<file path="src/rtl/iob_ram_be_arb.sv">
// Two-requester round-robin front end for one single-port, byte-enable,
// synchronous-read RAM. Each requester sees a valid/ready request port
// and gets its own rvalid one cycle after a read is accepted. Read data
// for both requesters is the RAM output itself; rvalid says whose it is.
module iob_ram_be_arb #(
    parameter int DATA_W = 32,
    parameter int ADDR_W = 4
) (
    input  logic                  clk_i,
    input  logic                  rst_i,

    input  logic                  r0_valid_i,
    input  logic [ADDR_W-1:0]     r0_addr_i,
    input  logic [DATA_W-1:0]     r0_wdata_i,
    input  logic [DATA_W/8-1:0]   r0_wstrb_i,
    output logic                  r0_ready_o,
    output logic                  r0_rvalid_o,
    output logic [DATA_W-1:0]     r0_rdata_o,

    input  logic                  r1_valid_i,
    input  logic [ADDR_W-1:0]     r1_addr_i,
    input  logic [DATA_W-1:0]     r1_wdata_i,
    input  logic [DATA_W/8-1:0]   r1_wstrb_i,
    output logic                  r1_ready_o,
    output logic                  r1_rvalid_o,
    output logic [DATA_W-1:0]     r1_rdata_o,

    output logic                  ram_en_o,
    output logic [DATA_W/8-1:0]   ram_wstrb_o,
    output logic [ADDR_W-1:0]     ram_addr_o,
    output logic [DATA_W-1:0]     ram_d_o,
    input  logic [DATA_W-1:0]     ram_d_i
);

    localparam int STRB_W = DATA_W / 8;

    // lastGrant: 0 = requester 0 served most recently, 1 = requester 1
    logic lastGrant;
    logic rdPend;
    logic rdOwner;
    logic grant0;
    logic grant1;
    logic rdAccept;

    // Round-robin pick: a lone requester always wins, contention goes to the one not served last
    always_comb begin
        grant0 = r0_valid_i && (!r1_valid_i || lastGrant);
        grant1 = r1_valid_i && (!r0_valid_i || !lastGrant);
    end

    // Steer the winner onto the RAM port; an idle cycle leaves the RAM disabled with no strobes
    always_comb begin
        ram_en_o    = 1'b0;
        ram_wstrb_o = '0;
        ram_addr_o  = '0;
        ram_d_o     = '0;
        rdAccept    = 1'b0;
        if (grant0) begin
            ram_en_o    = 1'b1;
            ram_wstrb_o = r0_wstrb_i;
            ram_addr_o  = r0_addr_i;
            ram_d_o     = r0_wdata_i;
            rdAccept    = (r0_wstrb_i == {STRB_W{1'b0}});
        end else if (grant1) begin
            ram_en_o    = 1'b1;
            ram_wstrb_o = r1_wstrb_i;
            ram_addr_o  = r1_addr_i;
            ram_d_o     = r1_wdata_i;
            rdAccept    = (r1_wstrb_i == {STRB_W{1'b0}});
        end
    end

    assign r0_ready_o = grant0;
    assign r1_ready_o = grant1;

    // Arbitration history plus a one-deep tracker for the read returning next cycle.
    // A read accepted while reset is high is dropped: rdPend is forced low.
    always_ff @(posedge clk_i) begin
        if (rst_i) begin
            lastGrant <= 1'b1;
            rdPend    <= 1'b0;
            rdOwner   <= 1'b0;
        end else begin
            if (grant0) begin
                lastGrant <= 1'b0;
            end else if (grant1) begin
                lastGrant <= 1'b1;
            end
            rdPend  <= rdAccept;
            rdOwner <= grant1;
        end
    end

    assign r0_rvalid_o = rdPend && !rdOwner;
    assign r1_rvalid_o = rdPend && rdOwner;
    assign r0_rdata_o  = ram_d_i;
    assign r1_rdata_o  = ram_d_i;

endmodule

</file>
<file path="config.mk">
export PLATFORM = sky130hd
export DESIGN_NAME = iob_ram_be_arb
export DESIGN_NICKNAME = d
export VERILOG_FILES = /design/src/rtl/iob_ram_be_arb.sv
export SDC_FILE = /design/constraint.sdc
export NUM_CORES = 1
export LEC_CHECK = 0
export CAP_MARGIN = 20
export CORE_AREA = 2 2 88 90
export CTS_BUF_LIST = sky130_fd_sc_hd__clkbuf_2
export CTS_CLUSTER_SIZE = 8
export DETAILED_ROUTE_END_ITERATION = 10
export DIE_AREA = 0 0 90 92
export GPL_ROUTABILITY_DRIVEN = 0
export MAX_ROUTING_LAYER = met4
export PLACE_DENSITY_LB_ADDON = 0.25
export SETUP_SLACK_MARGIN = 0.02
export SLEW_MARGIN = 15
export SYNTH_ARGS = -nofsm -noshare
export SYNTH_HDL_FRONTEND = slang
export SYNTH_SLANG_ARGS = --single-unit
</file>
<file path="constraint.sdc">
create_clock -name clk_i -period 1.4 [get_ports clk_i]
set_input_delay 0.14 -clock clk_i [delete_from_list [all_inputs] [get_ports clk_i]]
set_output_delay 0.14 -clock clk_i [all_outputs]
set_load 0.02 [all_outputs]
</file>
Yosys cells after proc, flatten, opt, wreduce, memory -nomap -nowiden:

Index checks and enable logic that the tools add are counted.
Widths: inputs -> output; s select.

* output and inout bits: 109
* word-level logic and storage cells: 28
* bits of input ports: 116
* bits in registers: 3

* reduce and logical (&&, ||, !) cells: 13
* muxes and demuxes: 12

Operators by type and width (count)
* $mux 32: 2
* $mux 4: 4
* $logic_not 4->1: 2
* $mux 1: 6
* $logic_and 1x1->1: 4
* $logic_not 1->1: 4
* $logic_or 1x1->1: 2
* $reduce_bool 2->1: 1

Logic depth before layout (Yosys ltp):

* depth in word-level cells: 5
* gate-level depth with buffers: 5
* mapped depth without buffers: 3

Least setup slack after synthesis:

OpenSTA, ideal clock, no wires.

* path kind: register -> output
* start: register lastGrant
* end: output port ram_addr_o[0]
* data required time: 1.260 ns
* data arrival time: 1.152 ns
* path buffers: 2
* setup slack: 0.108 ns
* stages on the path, launching flop included: 6
* path through: dfxtp_1 > nand2b_4 > and2_4 > buf_6 > buf_6 > a22o_1

* elaborated cells on any way between the ends: 7
* classes of those cells: 2 x mux; 5 x reduce/logical

RTL lines
* start, declared: RTL line 38 `logic lastGrant;`
* start signal, assigned: RTL line 80 `lastGrant <= 1'b1;`
* start signal, assigned: RTL line 85 `lastGrant <= 1'b0;`
* start signal, assigned: RTL line 87 `lastGrant <= 1'b1;`
* $logic_or 1x1->1: RTL line 47 `grant0 = r0_valid_i && (!r1_valid_i || lastGrant);`
* $logic_and 1x1->1: RTL line 47
* named net r0_ready_o: RTL line 16 `output logic r0_ready_o,`
* $mux 4: RTL line 58 `if (grant0) begin`
* end, declared: RTL line 30 `output logic [ADDR_W-1:0] ram_addr_o,`

The timed path passes the listed nets, and every way through them passes these cells.

Final worst setup path:

* start: register lastGrant
* end: output port ram_d_o[8]

* longest elaborated chain between the ends: 5
* elaborated cells on any way between the ends: 7
* classes of those cells: 2 x mux; 5 x reduce/logical

Ends and longest elaborated chain
* $logic_not 1->1: RTL line 48 `grant1 = r1_valid_i && (!r0_valid_i || !lastGrant);`
* $logic_or 1x1->1: RTL line 48
* $logic_and 1x1->1: RTL line 48
* $mux 32: RTL line 64 `end else if (grant1) begin`
* $mux 32 (*): RTL line 58
* end, declared: RTL line 31 `output logic [DATA_W-1:0] ram_d_o,`

Mark *: on every way between the ends. The rest lies on a longest branch, timed or not.

==> results.json <==
{
  "setup_viol": 40,
  "synth-adder-area-share_pct": 0,
  "dpl_worst_slack_ns": -0.715,
  "required_ns": 1.26,
  "rsz0062_at_grt": "true",
  "crit_slowest_cell": "dfxtp_2",
  "start_util_pct": 14.4,
  "worstMarginPinSlew_ns": 0.253,
  "synth_fp_nets": 247,
  "fmax_mhz": 646,
  "diodes": 0,
  "syn_avg_cell_area_um2": 8.17,
  "maxCapViolCount": 0,
  "clock-sinks": 3,
  "synth_area_leader_cell": "buf_4",
  "use_met3_pct": 3.86,
  "period_minus_slack_ns": 1.55,
  "vias": 1175,
  "reg2reg_depth": 5,
  "grt_pass1_vias": 1169,
  "yosysWarnings": 0,
  "criticalPathCategory": "reg -> out",
  "slew_headroom_pct": 83.0,
  "cts_tree": "yes",
  "worstHoldPathType": "in -> out",
  "skew_ns": 0.000102,
  "die_y_um": 92,
  "max_stage_delay_ns": 0.34,
  "synth-seq-area-share_pct": 5.61,
  "cts-hold-fix-buffers": 0,
  "drive_gt1_share_pct": 32.5,
  "cts_buffer_depth": 2,
  "drt_first_pass_iters": 3,
  "port_buffers": 128,
  "synthDominantCellAreaShare_pct": 45.6,
  "synth_xor_area_share_pct": 0,
  "async_reset_ff_share_pct": 0,
  "grt_pass1_wl_mm": 6.61,
  "syn_area_um2": 1070,
  "final.fill_count": 843,
  "dieArea_um2": 8280,
  "root_buffer": "clkbuf_2",
  "drc_errors": 0,
  "violations": "negative setup slack",
  "ys_types": 17,
  "track_usage_pct": 10.1,
  "synth_top_family_by_area": "buffers and inverters",
  "detail-route-antenna-nets": 0,
  "maxSlewViolCount": 0,
  "ios": 225,
  "min_path_cells": 0,
  "syn_to_final_growth_pct": 82.7,
  "timing.final.crit_share_pct": 111,
  "wl_per_cell_um": 14.3,
  "critPathArrivalTime_ns": 1.41,
  "crit_fanout": 19,
  "tns_ns": -5.21,
  "worstPathCellList": "nand2b_4, and2_4, buf_12, a22o_1, buf_2",
  "ys_ff_latch": 3,
  "powerDensity_nw_per_um2": 495,
  "routed_wl_mm": 4.40,
  "grt_remaining_overflow": 0,
  "hold_viol_final": 0,
  "p_leak_uw": 0.000879,
  "rows": 32,
  "yosys.area_share.simple_pct": 7.37,
  "synthMuxAreaShare_pct": 0,
  "ys_top_cells_by_count": "buf_4, a22o_1, buf_6, buf_2, dfxtp_1",
  "clkSlewWorstSetupHoldPaths_ns": 0.04,
  "fin_util_pct": 26.2,
  "synth_edf_count": 0,
  "vias_per_cell": 3.81,
  "nets": 323,
  "fin_ws_ns": -0.148,
  "synth_flop_cell": "dfxtp_1",
  "clock_latency_ns": 0.20,
  "postSynthCellCount": 131,
  "numCtsBuffers": 3,
  "core_um2": 7450,
  "r2r_slack_ns": 0.31,
  "gr-max-usage-layer": "met2",
  "cp-end-kind": "output pin",
  "cts_max_level": 1,
  "synthTopCellsByArea": "buf_4, a22o_1, dfxtp_1, buf_6, buf_2",
  "start_kind": "flip-flop",
  "grt_max_degree": 23,
  "dpl.hpwl_mm": 3.33,
  "antenna_found_initial": 0,
  "die_width_um": 90,
  "yosysMostFrequentCell": "buf_4",
  "grtUsageMet2_pct": 16.5,
  "grt_use_met1_pct": 11.5,
  "outcome": "complete, but fails checks",
  "ir_drop_uv": 288,
  "drt-initial-drc-count": 33,
  "synth-compound-area-share_pct": 34.7
}
## flip-flops by register name, indices dropped and copies added, names as in the netlist
name	flops
lastGrant	1
rdOwner	1
rdPend	1
## critical path: cells and delay by family (launching register included)
family | cells | cell delay [ns]
flops | 1 | 0.34
buf+inv | 2 | 0.31
compound gates | 1 | 0.24
simple gates | 2 | 0.31
## timing repair
action,CTS,global route
setup endpoints to repair,45,42
gates cloned,1,0
buffers inserted,1,0
resized for setup,178,3
pin swaps,2,0
## area by class of cell
type | count | area, µm² | area share [%]
multi-input cells | 55 | 464 | 23.8
well taps | 102 | 128 | 6.53
repair buffers | 144 | 1280 | 65.6
flip-flops and latches | 3 | 61.3 | 3.14
clock buffers | 4 | 20.0 | 1.02
## cells by family after synthesis
logic type	after synthesis
flip-flops	3
buffers and inverters	73
AND/OR/NAND/NOR	12
AO/OA/AOI/OAI	43
## layer usage
metal	vias to the layer above	routed length (µm)
met3	15	446
met1	523	1780
met4	0	73
met2	78	2110
li1	559	-
met5	-	0
## final timing paths
path	end	start
worst min register to register	lastGrant$_SDFFE_PP1P_	lastGrant$_SDFFE_PP1P_
worst min-delay path	r1_rdata_o[17]	ram_d_i[17]
worst max register to register	rdPend$_SDFF_PP0_	lastGrant$_SDFFE_PP1P_
worst max-delay path	ram_d_o[8]	lastGrant$_SDFFE_PP1P_
## placed cells by master, fill, tap and decap left out, drive strengths merged
cell type,n
or2,1
dfxtp,3
and2,2
nand2,2
nor2b,2
nand3,1
a21oi,1
nand2b,2
a22o,40
dlygate4sd2,5
o21ai,1
clkdlybuf4s50,81
clkbuf,4
nor4,2
a21boi,1
buf,58
## through the flow
step	hold slack (ns)	total power [µW]	instance area [µm²]	instances
finish	0.280	967	1950	308
floorplan	0.209	682	1070	131
global placement	0.280	924	2080	302
global route	0.280	1030	1950	308
CTS	0.280	981	1940	308
detailed placement	0.280	926	2080	302
## where the power goes
group / switching (µW) / leakage (µW) / internal, µW
registers: 3.96 / 0.0000244 / 90.4
logic: 321 / 0.000838 / 430
clock network: 46.6 / 0.0000166 / 75.4
total: 371 / 0.000879 / 595
No activity file was read; power rests on OpenSTA's default activity.
